**src/rtl/sw_ctrl_pkg.sv**
```systemverilog
// Shared stopwatch-control definitions: state encoding and button conditioning constants.
package sw_ctrl_pkg;

  localparam logic [1:0] STATE_IDLE = 2'd0;
  localparam logic [1:0] STATE_RUN  = 2'd1;
  localparam logic [1:0] STATE_STOP = 2'd2;
  localparam logic [1:0] STATE_LAP  = 2'd3;

  typedef enum logic [1:0] {
    ST_IDLE = STATE_IDLE,
    ST_RUN  = STATE_RUN,
    ST_STOP = STATE_STOP,
    ST_LAP  = STATE_LAP
  } state_e;

  // Buttons are active-low, so the released level is 1.
  localparam logic BTN_RELEASED = 1'b1;
  localparam int   DEB_CNT_W    = 24;

endpackage

```
**src/rtl/button_conditioner.sv**
```systemverilog
// One pushbutton path: 2-FF synchronizer, debouncer and single-cycle press pulse.
module button_conditioner
  import sw_ctrl_pkg::*;
#(
  parameter int unsigned DEBOUNCE_CYCLES = 500000
) (
  input  logic i_clk,
  input  logic i_rst,
  input  logic i_btn_n,
  output logic o_press
);

  localparam logic [DEB_CNT_W-1:0] CNT_LAST = DEB_CNT_W'(DEBOUNCE_CYCLES - 1);

  logic [1:0]           r_sync;
  logic [1:0]           r_vld;
  logic                 r_level;
  logic [DEB_CNT_W-1:0] r_cnt;
  logic                 r_armed;
  logic                 r_press;

  logic w_sample;
  logic w_differs;
  logic w_accept;

  assign w_sample  = r_sync[1];
  assign w_differs = (w_sample != r_level);
  assign w_accept  = w_differs && (r_cnt == CNT_LAST);

  // r_armed stays low until a real released sample is seen after reset, so a
  // button held through reset must be released before it can produce a press.
  always_ff @(posedge i_clk or posedge i_rst) begin
    if (i_rst) begin
      r_sync  <= 2'b11;
      r_vld   <= 2'b00;
      r_level <= BTN_RELEASED;
      r_cnt   <= '0;
      r_armed <= 1'b0;
      r_press <= 1'b0;
    end else begin
      r_sync <= {r_sync[0], i_btn_n};
      r_vld  <= {r_vld[0], 1'b1};
      if (!w_differs || w_accept) begin
        r_cnt <= '0;
      end else begin
        r_cnt <= r_cnt + 1'b1;
      end
      if (w_accept) begin
        r_level <= w_sample;
      end
      if (r_vld[1] && (w_sample == BTN_RELEASED)) begin
        r_armed <= 1'b1;
      end
      r_press <= w_accept && (w_sample != BTN_RELEASED) && r_armed;
    end
  end

  assign o_press = r_press;

endmodule

```
**src/rtl/stopwatch_control.sv**
```systemverilog
// Stopwatch control FSM (IDLE/RUN/STOP/LAP) with debounced buttons and registered outputs.
// Define SW_CTRL_LAP_EN to enable the LAP state and display_hold.
module stopwatch_control
  import sw_ctrl_pkg::*;
#(
  parameter int unsigned DEBOUNCE_CYCLES = 500000
) (
  input  logic       CLK_50,
  input  logic       reset,
  input  logic       tick_100hz,
  input  logic       start_stop_btn,
  input  logic       lap_btn,
  input  logic       clear_btn,
  input  logic       overflow,
  output logic       count_en,
  output logic       count_clr,
  output logic       display_hold,
  output logic [1:0] state_o
);

  logic w_ss_press;
  logic w_clr_press;
  logic w_lap_press;

  button_conditioner #(.DEBOUNCE_CYCLES(DEBOUNCE_CYCLES)) u_ss (
    .i_clk(CLK_50), .i_rst(reset), .i_btn_n(start_stop_btn), .o_press(w_ss_press)
  );

  button_conditioner #(.DEBOUNCE_CYCLES(DEBOUNCE_CYCLES)) u_clr (
    .i_clk(CLK_50), .i_rst(reset), .i_btn_n(clear_btn), .o_press(w_clr_press)
  );

`ifdef SW_CTRL_LAP_EN
  button_conditioner #(.DEBOUNCE_CYCLES(DEBOUNCE_CYCLES)) u_lap (
    .i_clk(CLK_50), .i_rst(reset), .i_btn_n(lap_btn), .o_press(w_lap_press)
  );
`else
  logic w_unused_lap_btn;
  assign w_unused_lap_btn = lap_btn;
  assign w_lap_press      = 1'b0;
`endif

  state_e r_state;
  state_e w_next;
  logic   r_count_en;
  logic   r_count_clr;
  logic   w_ss;
  logic   w_clr;
  logic   w_lap;
  logic   w_en;
  logic   w_do_clr;

  // Priority start_stop > clear > lap; losers in the same cycle are dropped.
  assign w_ss  = w_ss_press;
  assign w_clr = w_clr_press && !w_ss_press;
  assign w_lap = w_lap_press && !w_ss_press && !w_clr_press;

  always_comb begin
    w_next   = r_state;
    w_do_clr = 1'b0;
    w_en     = tick_100hz && !overflow && ((r_state == ST_RUN) || (r_state == ST_LAP));
    case (r_state)
      ST_IDLE: begin
        if (w_ss) begin
          w_next = ST_RUN;
        end else if (w_clr) begin
          w_do_clr = 1'b1;
        end
      end
      ST_RUN: begin
        if (overflow || w_ss) begin
          w_next = ST_STOP;
        end else if (w_lap) begin
          w_next = ST_LAP;
        end
      end
      ST_LAP: begin
        if (overflow || w_ss) begin
          w_next = ST_STOP;
        end else if (w_lap) begin
          w_next = ST_RUN;
        end
      end
      ST_STOP: begin
        if (w_ss) begin
          w_next = ST_RUN;
        end else if (w_clr) begin
          w_next   = ST_IDLE;
          w_do_clr = 1'b1;
        end
      end
    endcase
  end

  always_ff @(posedge CLK_50 or posedge reset) begin
    if (reset) begin
      r_state     <= ST_IDLE;
      r_count_en  <= 1'b0;
      r_count_clr <= 1'b0;
    end else begin
      r_state     <= w_next;
      r_count_en  <= w_en;
      r_count_clr <= w_do_clr;
    end
  end

`ifdef SW_CTRL_LAP_EN
  // Registered from the next state so it drops together with leaving LAP.
  logic r_hold;
  always_ff @(posedge CLK_50 or posedge reset) begin
    if (reset) begin
      r_hold <= 1'b0;
    end else begin
      r_hold <= (w_next == ST_LAP);
    end
  end
  assign display_hold = r_hold;
`else
  assign display_hold = 1'b0;
`endif

  assign count_en  = r_count_en;
  assign count_clr = r_count_clr;
  assign state_o   = r_state;

endmodule

```
**config.mk**
```make
export PLATFORM = sky130hd
export DESIGN_NAME = stopwatch_control
export DESIGN_NICKNAME = d
export VERILOG_FILES = /design/src/rtl/sw_ctrl_pkg.sv /design/src/rtl/button_conditioner.sv /design/src/rtl/stopwatch_control.sv
export SDC_FILE = /design/constraint.sdc
export NUM_CORES = 1
export LEC_CHECK = 0
export ABC_AREA = 1
export CAP_MARGIN = 20
export CORE_MARGIN = 2
export CORE_UTILIZATION = 53
export CTS_CLUSTER_DIAMETER = 80
export CTS_CLUSTER_SIZE = 8
export DETAILED_ROUTE_END_ITERATION = 12
export GPL_TIMING_DRIVEN = 0
export PLACE_DENSITY = 0.7
export SYNTH_ARGS = -nofsm -noshare
export SYNTH_HDL_FRONTEND = slang
export SYNTH_HIERARCHICAL = 1
export SYNTH_SLANG_ARGS = --single-unit
```
**constraint.sdc**
```tcl
create_clock -name CLK_50 -period 4.6 [get_ports CLK_50]
set_input_delay 0.92 -clock CLK_50 [delete_from_list [all_inputs] [get_ports CLK_50]]
set_output_delay 0.92 -clock CLK_50 [all_outputs]
set_load 0.005 [all_outputs]
```
==> impl_metrics.ini <==
[cts]
cts_sinks = 66
cts_tree = built
worstSkewPairLatency_ns = 0.35
clk_pin_slew_ns = 0.07
post_cts_resize_count = 0
clockRootBuffer = clkbuf_8
cts-htree-levels = 3
cts_buffers = 9
holdBufCountCts = 0
cts_setup_buffers = 0
cts_buffer_depth = 2

[timing]
slew_violations = 0
fin_tns_setup_ns = 0
fin_crit_sh_pct = 48.9
finalSetupViolations = 0
fin_skew_ns = 0.0107
min_period_ns = 2.25
maxSlewHeadroom_pct = 53.8
rsz0062_at_grt = false
finalHoldWorstSlack_ns = 0.354
worst_pin_slew_ns = 0.692
clock.fmax_ghz = 0.445
final-hold-violation-count = 0

[power_and_ir_drop]
ir_drop_uv = 231
powerDensity_nw_per_um2 = 274
internal-power_mw = 0.859
p_leak_nw = 1.77
pwr-share-clk_pct = 42.7
netSwitchingFraction_pct = 23.6
power_frac_seq_pct = 53.0
switchingPower_mw = 0.265
p_comb_share_pct = 4.3

[floorplanning]
ios = 12
start_util_pct = 54.3
die_h_um = 87.2
die_area_um2 = 7600
core.rowCount = 30
die_w_um = 87.2
coreArea_um2 = 6760

[routing]
drtAntennaViolNets = 0
first_iter_violations = 172
drc_errors = 0
avgViaCountPerCell = 4.95
finalWirelength_mm = 7.60
dr.pass1.iters = 4
vias = 3033
wire_per_inst_um = 12.4

[synthesis]
syn_nets = 515
synthAdderAreaFrac_pct = 0.682
ys_seq_elements = 66
synth-compound-area-share_pct = 3.82
synthSimpleGateAreaFrac_pct = 38.5
synth_cells = 506
synth_edf_count = 0
synth_top_family_by_area = simple AND/OR/NAND/NOR gates
async_flop_share_pct = 100
synth_warnings = 6
synthXorXnorAreaFrac_pct = 3.82
yosysSeqAreaShare_pct = 45.2
syn-cell-area_um2 = 3670
synthMuxAreaShare_pct = 0
synthFlopType = dfrtp_1
netlist-cell-type-count = 24
synth.avg_cell_area_um2 = 7.25

[finish]
syn_to_final_growth_pct = 12.0
finalNetCount = 537
final_cells = 613
nFillCells = 635
final_area_um2 = 4110
drive_above_1_share_pct = 10.1
final-seq-area_um2 = 1660
antenna_cells = 0
multi_input_area_um2 = 1730

[setup_path]
crit_path_max_fanout = 7
critPathTopFamily = buffers and inverters
crit_arrival_ns = 1.33
crit_path_cell_trace = clkdlybuf4s50_1
critical_path_required_ns = 3.68
crit_buf_inv = 1
start_kind = register
slowest_stage = clkdlybuf4s50_1
crit_type = reg -> out
crit_path_max_incr_delay_ns = 0.54
crit_path_end_kind = output pin

[run_status]
outcome = finished clean

[flow_run]
maxCapViolations = 0

[worst_hold_path]
min_path_type = reg -> reg

[placement]
hpwl_mm = 5.84
dp.cells = 597
place_congestion = 0.907
portBuffers = 9
place_area_um2 = 3910

[global_routing]
grt_pass1_vias = 2924
grt_max_degree = 19
grt_first_pass_wirelength_mm = 13.2
grt_usage_pct = 22.5
grt_overflow = 0
antenna_found_initial = 0
## power groups by stage
stage / combinational (mW) / clock, mW / sequential, mW
3_3_place_gp: 0.0427 / 0 / 0.606
6_report: 0.0481 / 0.481 / 0.595
2_1_floorplan: 0.0299 / 0 / 0.605
4_1_cts: 0.0497 / 0.499 / 0.595
5_1_grt: 0.0548 / 0.523 / 0.596
3_5_place_dp: 0.0493 / 0 / 0.607
## metal layers
layer	global-route usage [%]	vias up	wire length, um
met5	0	-	0
met4	9.09	0	71
met3	4.93	6	262
met2	35.6	48	3560
met1	30.2	1393	3700
li1	-	1586	-
## through the flow
step                setup WS, ns  power (mW)  utilization (%)
detailed placement          2.55       0.656             57.9
CTS                         2.33        1.14             60.8
global route                2.28        1.17             60.8
global placement            2.16       0.649             57.1
floorplan                   3.02       0.635                -
finish                      2.35        1.12             60.8
## area by class of cell
cell class | instances | area share (%)
plain buffers | 5 | 1.28
clock buffers | 10 | 3.11
clock inverters | 6 | 1.61
inverters | 61 | 5.58
multi-input cells | 374 | 42.0
flip-flops and latches | 66 | 40.4
well taps | 80 | 2.44
repair buffers | 11 | 3.53
## cell families (layout without fill, tap and decap cells)
family          Yosys count  after routing
flops                    66             66
compound gates           22             22
other cells               3              3
fa+ha+maj                 2              2
simple gates            331            331
buf+inv                  66             93
xor+xnor                 16             16
## cells in the final DEF (no fill, tap or decap)
cell	instances
a21o_1	2
ha_1	2
clkinv_2	1
conb_1	3
o21bai_1	10
buf_16	2
dfstp_2	6
nor2_2	10
o21ai_0	8
clkbuf_1	1
xnor2_1	4
clkbuf_8	9
buf_6	4
nor2_1	117
nand3_1	35
a21oi_1	2
nand3b_1	2
nor2_4	4
buf_4	1
dfrtp_1	60
xor2_1	12
nand4_1	6
nand2_1	147
clkdlybuf4s50_1	9
bufinv_16	1
clkinvlp_4	3
nand3_2	3
inv_2	2
nand2_2	5
inv_6	1
nand2_4	2
inv_1	59
## path summary, 6_finish.rpt
check                              start             end  slack (ns)  depth (start not counted)
max                           state_o[0]      state_o[0]        2.35                          1
min                        u_ss/r_vld[0]   u_ss/r_vld[1]        0.35                          0
max reg2reg                u_ss/r_cnt[0]   u_ss/r_cnt[6]        2.84                          9
min reg2reg                u_ss/r_vld[0]   u_ss/r_vld[1]        0.35                          0
max in group asynchronous          reset  u_ss/r_sync[0]        2.96                          3
min in group asynchronous          reset      state_o[1]        0.82                          2
## Yosys cell counts (3+ instances only)
cell type / n / area share, %
nand2_1: 147 / 15
nor2_4: 4 / 1.2
nand4_1: 6 / 1.0
nand3_1: 35 / 4.8
xnor2_1: 4 / 0.96
xor2_1: 12 / 2.9
nand3_2: 3 / 0.82
inv_1: 59 / 6.0
nor2_1: 117 / 12
dfstp_2: 6 / 4.3
conb_1: 3 / 0.31
dfrtp_1: 60 / 41
o21bai_1: 10 / 2.0
nand2_2: 5 / 0.85
o21ai_0: 8 / 1.1
buf_6: 4 / 1.2
nor2_2: 10 / 1.7
## registers in the layout, summed over array words and instances, names as in the netlist, 2 cells and up
| register | count |
|---|---|
| u_clr/r_vld | 2 |
| state_o | 2 |
| u_clr/r_cnt | 24 |
| u_ss/r_cnt | 24 |
| u_ss/r_vld | 2 |
| u_ss/r_sync | 2 |
| u_clr/r_sync | 2 |
(Power assumes the default switching activity.)
==> edit 1, RTL diff (same flow settings) <==
Register the inputs `tick_100hz`, `start_stop_btn`, `clear_btn` and `overflow` before use, without a reset. The logic sees them one clock later. The other inputs are not delayed to match.
--- a/src/rtl/stopwatch_control.sv
+++ b/src/rtl/stopwatch_control.sv
@@ -20,2 +20,14 @@
 
+  logic tick_100hz_q;
+  logic start_stop_btn_q;
+  logic clear_btn_q;
+  logic overflow_q;
+
+  always_ff @(posedge CLK_50) begin
+    tick_100hz_q     <= tick_100hz;
+    start_stop_btn_q <= start_stop_btn;
+    clear_btn_q      <= clear_btn;
+    overflow_q       <= overflow;
+  end
+
   logic w_ss_press;
@@ -25,3 +37,3 @@
   button_conditioner #(.DEBOUNCE_CYCLES(DEBOUNCE_CYCLES)) u_ss (
-    .i_clk(CLK_50), .i_rst(reset), .i_btn_n(start_stop_btn), .o_press(w_ss_press)
+    .i_clk(CLK_50), .i_rst(reset), .i_btn_n(start_stop_btn_q), .o_press(w_ss_press)
   );
@@ -29,3 +41,3 @@
   button_conditioner #(.DEBOUNCE_CYCLES(DEBOUNCE_CYCLES)) u_clr (
-    .i_clk(CLK_50), .i_rst(reset), .i_btn_n(clear_btn), .o_press(w_clr_press)
+    .i_clk(CLK_50), .i_rst(reset), .i_btn_n(clear_btn_q), .o_press(w_clr_press)
   );
@@ -60,3 +72,3 @@
     w_do_clr = 1'b0;
-    w_en     = tick_100hz && !overflow && ((r_state == ST_RUN) || (r_state == ST_LAP));
+    w_en     = tick_100hz_q && !overflow_q && ((r_state == ST_RUN) || (r_state == ST_LAP));
     case (r_state)
@@ -70,3 +82,3 @@
       ST_RUN: begin
-        if (overflow || w_ss) begin
+        if (overflow_q || w_ss) begin
           w_next = ST_STOP;
@@ -77,3 +89,3 @@
       ST_LAP: begin
-        if (overflow || w_ss) begin
+        if (overflow_q || w_ss) begin
           w_next = ST_STOP;
Formal check against the unedited RTL: same outputs for any inputs over 10 cycles, from zero or initial values and one cycle with reset high; that may be too few to reach the edited logic, so the function may still have changed.
==> edit 1 against the unedited design <==
  * First-iteration DRC count increased by 27%
  * Area after synthesis increased by 2.1%
  * Largest power group unchanged
  * Sequential share of layout area increased by 0.76 points
  * Routed wire length increased by 3.1%
  * Critical path depth unchanged
  * Design area increased by 2.9%
  * Total power increased by 11%
  * Clock skew about the same
  * Die area increased by 2.1%
  * Sequential cell count increased by 4
  * Count of clock-buffer cells in the layout decreased by 1
  * Setup slack got worse by 97 ps
  * Final cell count increased by 3.1%
==> edit 1: results (changes against the unedited design) <==
Vias 3133 (+3.3%); biggest regs u_clr/r_cnt (24), u_ss/r_cnt (24); GRT Overall Usage 22.78% (+0.24 points); r2r endpoint u_clr/r_cnt[0]; hold depth 0 (unchanged); synth warn 6 (unchanged); Fillers 628 (-1.1%); Adder-Cell Fraction of Synth Area 0.6680% (-0.014 points); Final HPWL DP 5842 um (about the same); setup slack, reg-to-reg 2810 ps (-30 ps); Worst VDD drop 0.1769 mV (-23%); NumNets Final 540 (+0.56%); DRT Wirelength 7833 um (+3.1%); Crit path largest cell delay 560 ps (+20 ps); Clock Skews 11.09 ps (+0.3871 ps); Synth async-reset ratio 94.29% (-5.7 points); critical path's top delay family buffers and inverters; slowest stage cell on the critical path clkdlybuf4s50_1; Syn Area/Cell 7.360 sq um (+1.5%); status completed; placed inst area 3999 sq um (+2.2%); syn_nets 518 (+0.58%); initial DRC count 219 (+27%); DR vias/cell 4.957 (+0.19%); register area share after synthesis 46.43% (+1.2 points); vias in the first global route 2928 (+0.14%); worst path arrival time 1420 ps (+90 ps); initial antenna violation count 0 (unchanged); # diodes 0 (unchanged); Worst Path Max Fanout 8 (+1); unique cell type count in the Yosys netlist 26 (+8.3%); RePlAce Congestion 0.8584 (-5.3%); end of the worst hold path u_ss/r_sync[0]; Place WS 2565 ps (+14.65 ps); met1 GRT Util 31.95% (+1.7 points); worst hold margin 295.6 ps (-58.64 ps); Placed Cells 616 (+3.2%); PortBufs 9 (unchanged); worst-skew pair later-pin latency 350 ps (about the same); relative slew slack 50.35% (-3.5 points); worst reg2reg startpoint u_clr/r_cnt[0]; post-CTS sizing 0 (unchanged); hold path start start_stop_btn_q; Reg clk slew, reported paths 90 ps (+20 ps); Post-synth top cells 147 x nand2_1, 116 x nor2_1, 60 x dfrtp_1, 58 x inv_1, 35 x nand3_1; compound-gate portion of the synthesized area 3.975% (+0.15 points); global-route wire length before repair 13620 um (+2.9%); number of CTS-inserted buffers 9 (unchanged); synth top area cells dfrtp_1 40%, nand2_1 15%, nor2_1 12%, inv_1 5.8%, nand3_1 4.7%; Setup Viol. Count Final 0 (unchanged); mux share of post-synthesis cell area 0% (unchanged); routing usage on met2 35.19% (-0.41 points); Leakage 1.816 nW (+2.8%); fin. max-slew vios 0 (unchanged); HP Class reg2reg; GR Layer Usage met3 5.090% (+0.16 points); share of post-route cells with drive strength above 1 10.45% (+0.32 points); first drt pass iteration count 5 (+1); Synth Area in XOR/XNOR 3.741% (-0.080 points)
## edit 1: cell types whose count changed in the layout (fill, tap and decap cells not counted), sizes merged
| cell | unedited run | this run |
|---|---|---|
| bufinv | 1 | 2 |
| clkbuf | 10 | 9 |
| clkinvlp | 3 | 1 |
| dfxtp | 0 | 4 |
| inv | 62 | 64 |
| nand2 | 154 | 153 |
| nor2 | 131 | 130 |
| o21ai | 8 | 9 |
## edit 1: final cells by class
type / count / area, sq um / area share [%]
repair buffers: 11 / 132.6 / 3.139
inverters: 61 / 229.0 / 5.419
flip-flops and latches: 70 / 1739 / 41.16
multi-input cells: 373 / 1725 / 40.83
well taps: 96 / 120.1 / 2.843
clock buffers: 9 / 123.9 / 2.932
plain buffers: 5 / 52.55 / 1.244
clock inverters: 7 / 102.6 / 2.428
## edit 1: metal layers
metal	vias up	share of wire (%)
met2	68	43
met5	-	0
met4	0	1.7
met1	1448	50
met3	13	4.5
li1	1604	-
## edit 1: kinds of logic (layout without fill, tap and decap cells)
family	count (synthesis)	after routing
and+or+nand+nor	329	329
DFF	70	70
buffers and inverters	66	93
AOI/OAI and AO/OA	23	23
xor gates and xnor gates	16	16
other	3	3
adders and majority gates	2	2
## edit 1: worst max-delay path by stage
stage	from	end	slack [ps]	cells after the start
6_report	state_o[0]	state_o[0]	2260	1
5_1_grt	state_o[0]	state_o[0]	2180	1
4_1_cts	state_o[0]	state_o[0]	2230	1
3_5_place_dp	reset	u_ss/r_cnt[1]	2570	3
3_3_place_gp	reset	u_ss/r_cnt[14]	2150	2
2_1_floorplan	reset	u_clr/o_press	3020	1
## edit 1: power breakdown
part | internal (mW) | total [mW] | switching [mW]
logic | 0.0176 | 0.0462 | 0.0286
clock network | 0.312 | 0.566 | 0.255
registers | 0.626 | 0.633 | 0.00706
==> edit 2, RTL diff (same flow settings) <==
Made on the original files. Set the package constant `DEB_CNT_W` to 32 (it was 24).
--- a/src/rtl/sw_ctrl_pkg.sv
+++ b/src/rtl/sw_ctrl_pkg.sv
@@ -17,3 +17,3 @@
   localparam logic BTN_RELEASED = 1'b1;
-  localparam int   DEB_CNT_W    = 24;
+  localparam int   DEB_CNT_W    = 32;
 
Behaviour: same outputs for any inputs over 10 cycles, from zero or initial values and one cycle with reset high; that may be too few to reach the edited logic, so the function may still have changed.
==> edit 2 against the unedited design <==
  * Clock skew down 0.82 ps
  * Combinational power up 6.4%
  * Setup slack worse by 6.5 ps
  * Count of clock-buffer cells in the layout increased by 1
  * Total power is 17% higher
  * Routed wire length is 50% higher
  * Sequential cell count grew 16
  * Area after synthesis up 33%
  * Design area increased by 29%
  * Largest cell class unchanged
  * Largest power group unchanged
==> edit 2: results (changes against the unedited design) <==
status completed; Post-synth top cells 251 x nand2_1, 189 x nor2_1, 79 x inv_1, 76 x dfrtp_1, 47 x nand3_1; ys flop type dfrtp_1; Worst setup endpoint state_o[0]; HP Class reg2reg; Clk Tree Root Cell clkbuf_8; DRT antenna net count 0 (unchanged); synth top area cells dfrtp_1 39%, nand2_1 19%, nor2_1 15%, inv_1 6.1%, nand3_1 4.8%; Clock Skews 9.882 ps (-0.8224 ps); Max clock buf depth 2 (unchanged); first drt pass iteration count 5 (+1); CP Launch Point state_o[0]; Worst Reg-to-Reg Cells 9 (unchanged); biggest regs u_clr/r_cnt (32), u_ss/r_cnt (32); # diodes 0 (unchanged); Leakage 2.278 nW (+29%); Slew @ Worst Pin 820.8 ps (+129.2 ps); Post-CTS Setup Bufs 0 (unchanged); r2r endpoint u_clr/r_cnt[30]; initial antenna violation count 0 (unchanged); post-CTS sizing 0 (unchanged); Adder-Cell Fraction of Synth Area 0.5130% (-0.17 points); slowest stage cell on the critical path clkdlybuf4s50_1; initial DRC count 169 (-1.7%); global-route wire length before repair 19560 um (+48%); vias in the first global route 4279 (+46%); number of CTS-inserted buffers 9 (unchanged); CTS HTree Levels 3 (unchanged); PortBufs 9 (unchanged); worst reg2reg startpoint u_clr/r_cnt[0]; setup slack, reg-to-reg 2760 ps (-80 ps); unique cell type count in the Yosys netlist 24 (unchanged); MaxCap Viol Count 0 (unchanged); critical path's top delay family buffers and inverters; worst path arrival time 1330 ps (about the same); largest net degree at the start of global routing 40 (+21); Synth async-reset ratio 100.0% (unchanged); synth warn 6 (unchanged); share of post-route cells with drive strength above 1 6.809% (-3.3 points); mux share of post-synthesis cell area 0% (unchanged); RePlAce Congestion 0.9312 (+2.7%); worst-skew pair later-pin latency 350 ps (about the same); register area share after synthesis 42.22% (-3.0 points); Final HPWL DP 8678 um (+49%); DRT Wirelength 11420 um (+50%); compound-gate portion of the synthesized area 2.052% (-1.8 points); Reg clk slew, reported paths 80 ps; Crit path largest cell delay 540 ps (about the same); Synth Area in XOR/XNOR 3.950% (+0.13 points); Worst VDD drop 0.1316 mV (-43%); Vias 4382 (+44%); GRT Overall Usage 25.06% (+2.5 points); Worst Path Max Fanout 7 (unchanged); NumNets Final 753 (+40%); syn_nets 733 (+42%)
-- edit 2: cell count changes after synthesis, moves of 4 or more --
cell / change
nand2_1: +104
nor2_2: -6
xor2_1: +6
nor2_4: +4
o21bai_1: -4
dfrtp_1: +16
clkbuf_8: +6
nand4_1: -4
inv_1: +20
buf_6: -4
nand3_1: +12
nor2_1: +72
-- edit 2: cells by family (layout without fill, tap and decap cells) --
logic type | count (synthesis) | in the layout
compound gates | 16 | 16
xor+xnor | 22 | 22
fa+ha+maj | 2 | 2
buf+inv | 86 | 111
flops | 82 | 82
other cells | 3 | 3
simple gates | 513 | 513
-- edit 2: how the worst min path moves through the flow --
stage	end	slack, ps	cells past startpoint	start
finish	u_ss/r_vld[1]	350	0	u_ss/r_vld[0]
global route	u_ss/r_sync[1]	360	0	u_ss/r_sync[0]
CTS	u_ss/r_vld[1]	350	0	u_ss/r_vld[0]
detailed placement	u_ss/r_vld[1]	330	0	u_ss/r_vld[0]
global placement	u_clr/r_vld[1]	330	0	u_clr/r_vld[0]
floorplan	u_clr/r_vld[1]	330	0	u_clr/r_vld[0]
-- edit 2: per-stage QoR --
stage / area [sq um] / hold WS (ps) / util, % / cells / setup slack [ps]
after detailed placement: 5107 / 334.7 / 56.34 / 844 / 2516
final: 5311 / 352.5 / 58.59 / 860 / 2346
after global placement: 5107 / 334.3 / 56.34 / 844 / 1891
after CTS: 5311 / 354.4 / 58.59 / 860 / 2324
after global routing: 5311 / 364.1 / 58.59 / 860 / 2281
after floorplan: 4878 / 331.2 / - / 724 / 2796
-- edit 2: area by class of cell --
type	count	area, sq um
inverter	79	296.5
sequential	82	2059
buffer	7	90.09
tap	111	138.9
multi-input combinational	556	2432
clock inverter	5	52.55
timing repair buffer	9	90.09
clock buffer	11	151.4
fill	855	3754
-- edit 2: metal layers --
layer	routed length, um	GRT usage (%)
met5	0	0
met4	522	11.91
met3	509	5.641
met2	5676	43.81
met1	4715	29.20
-- edit 2: report_power, final --
group	total, mW	switching, mW	leakage [nW]	internal, mW
Combinational	0.0512	0.0346	1.07	0.0166
Clock	0.532	0.254	0.105	0.278
Sequential	0.737	0.00737	1.10	0.729
Total	1.32	0.296	2.28	1.02
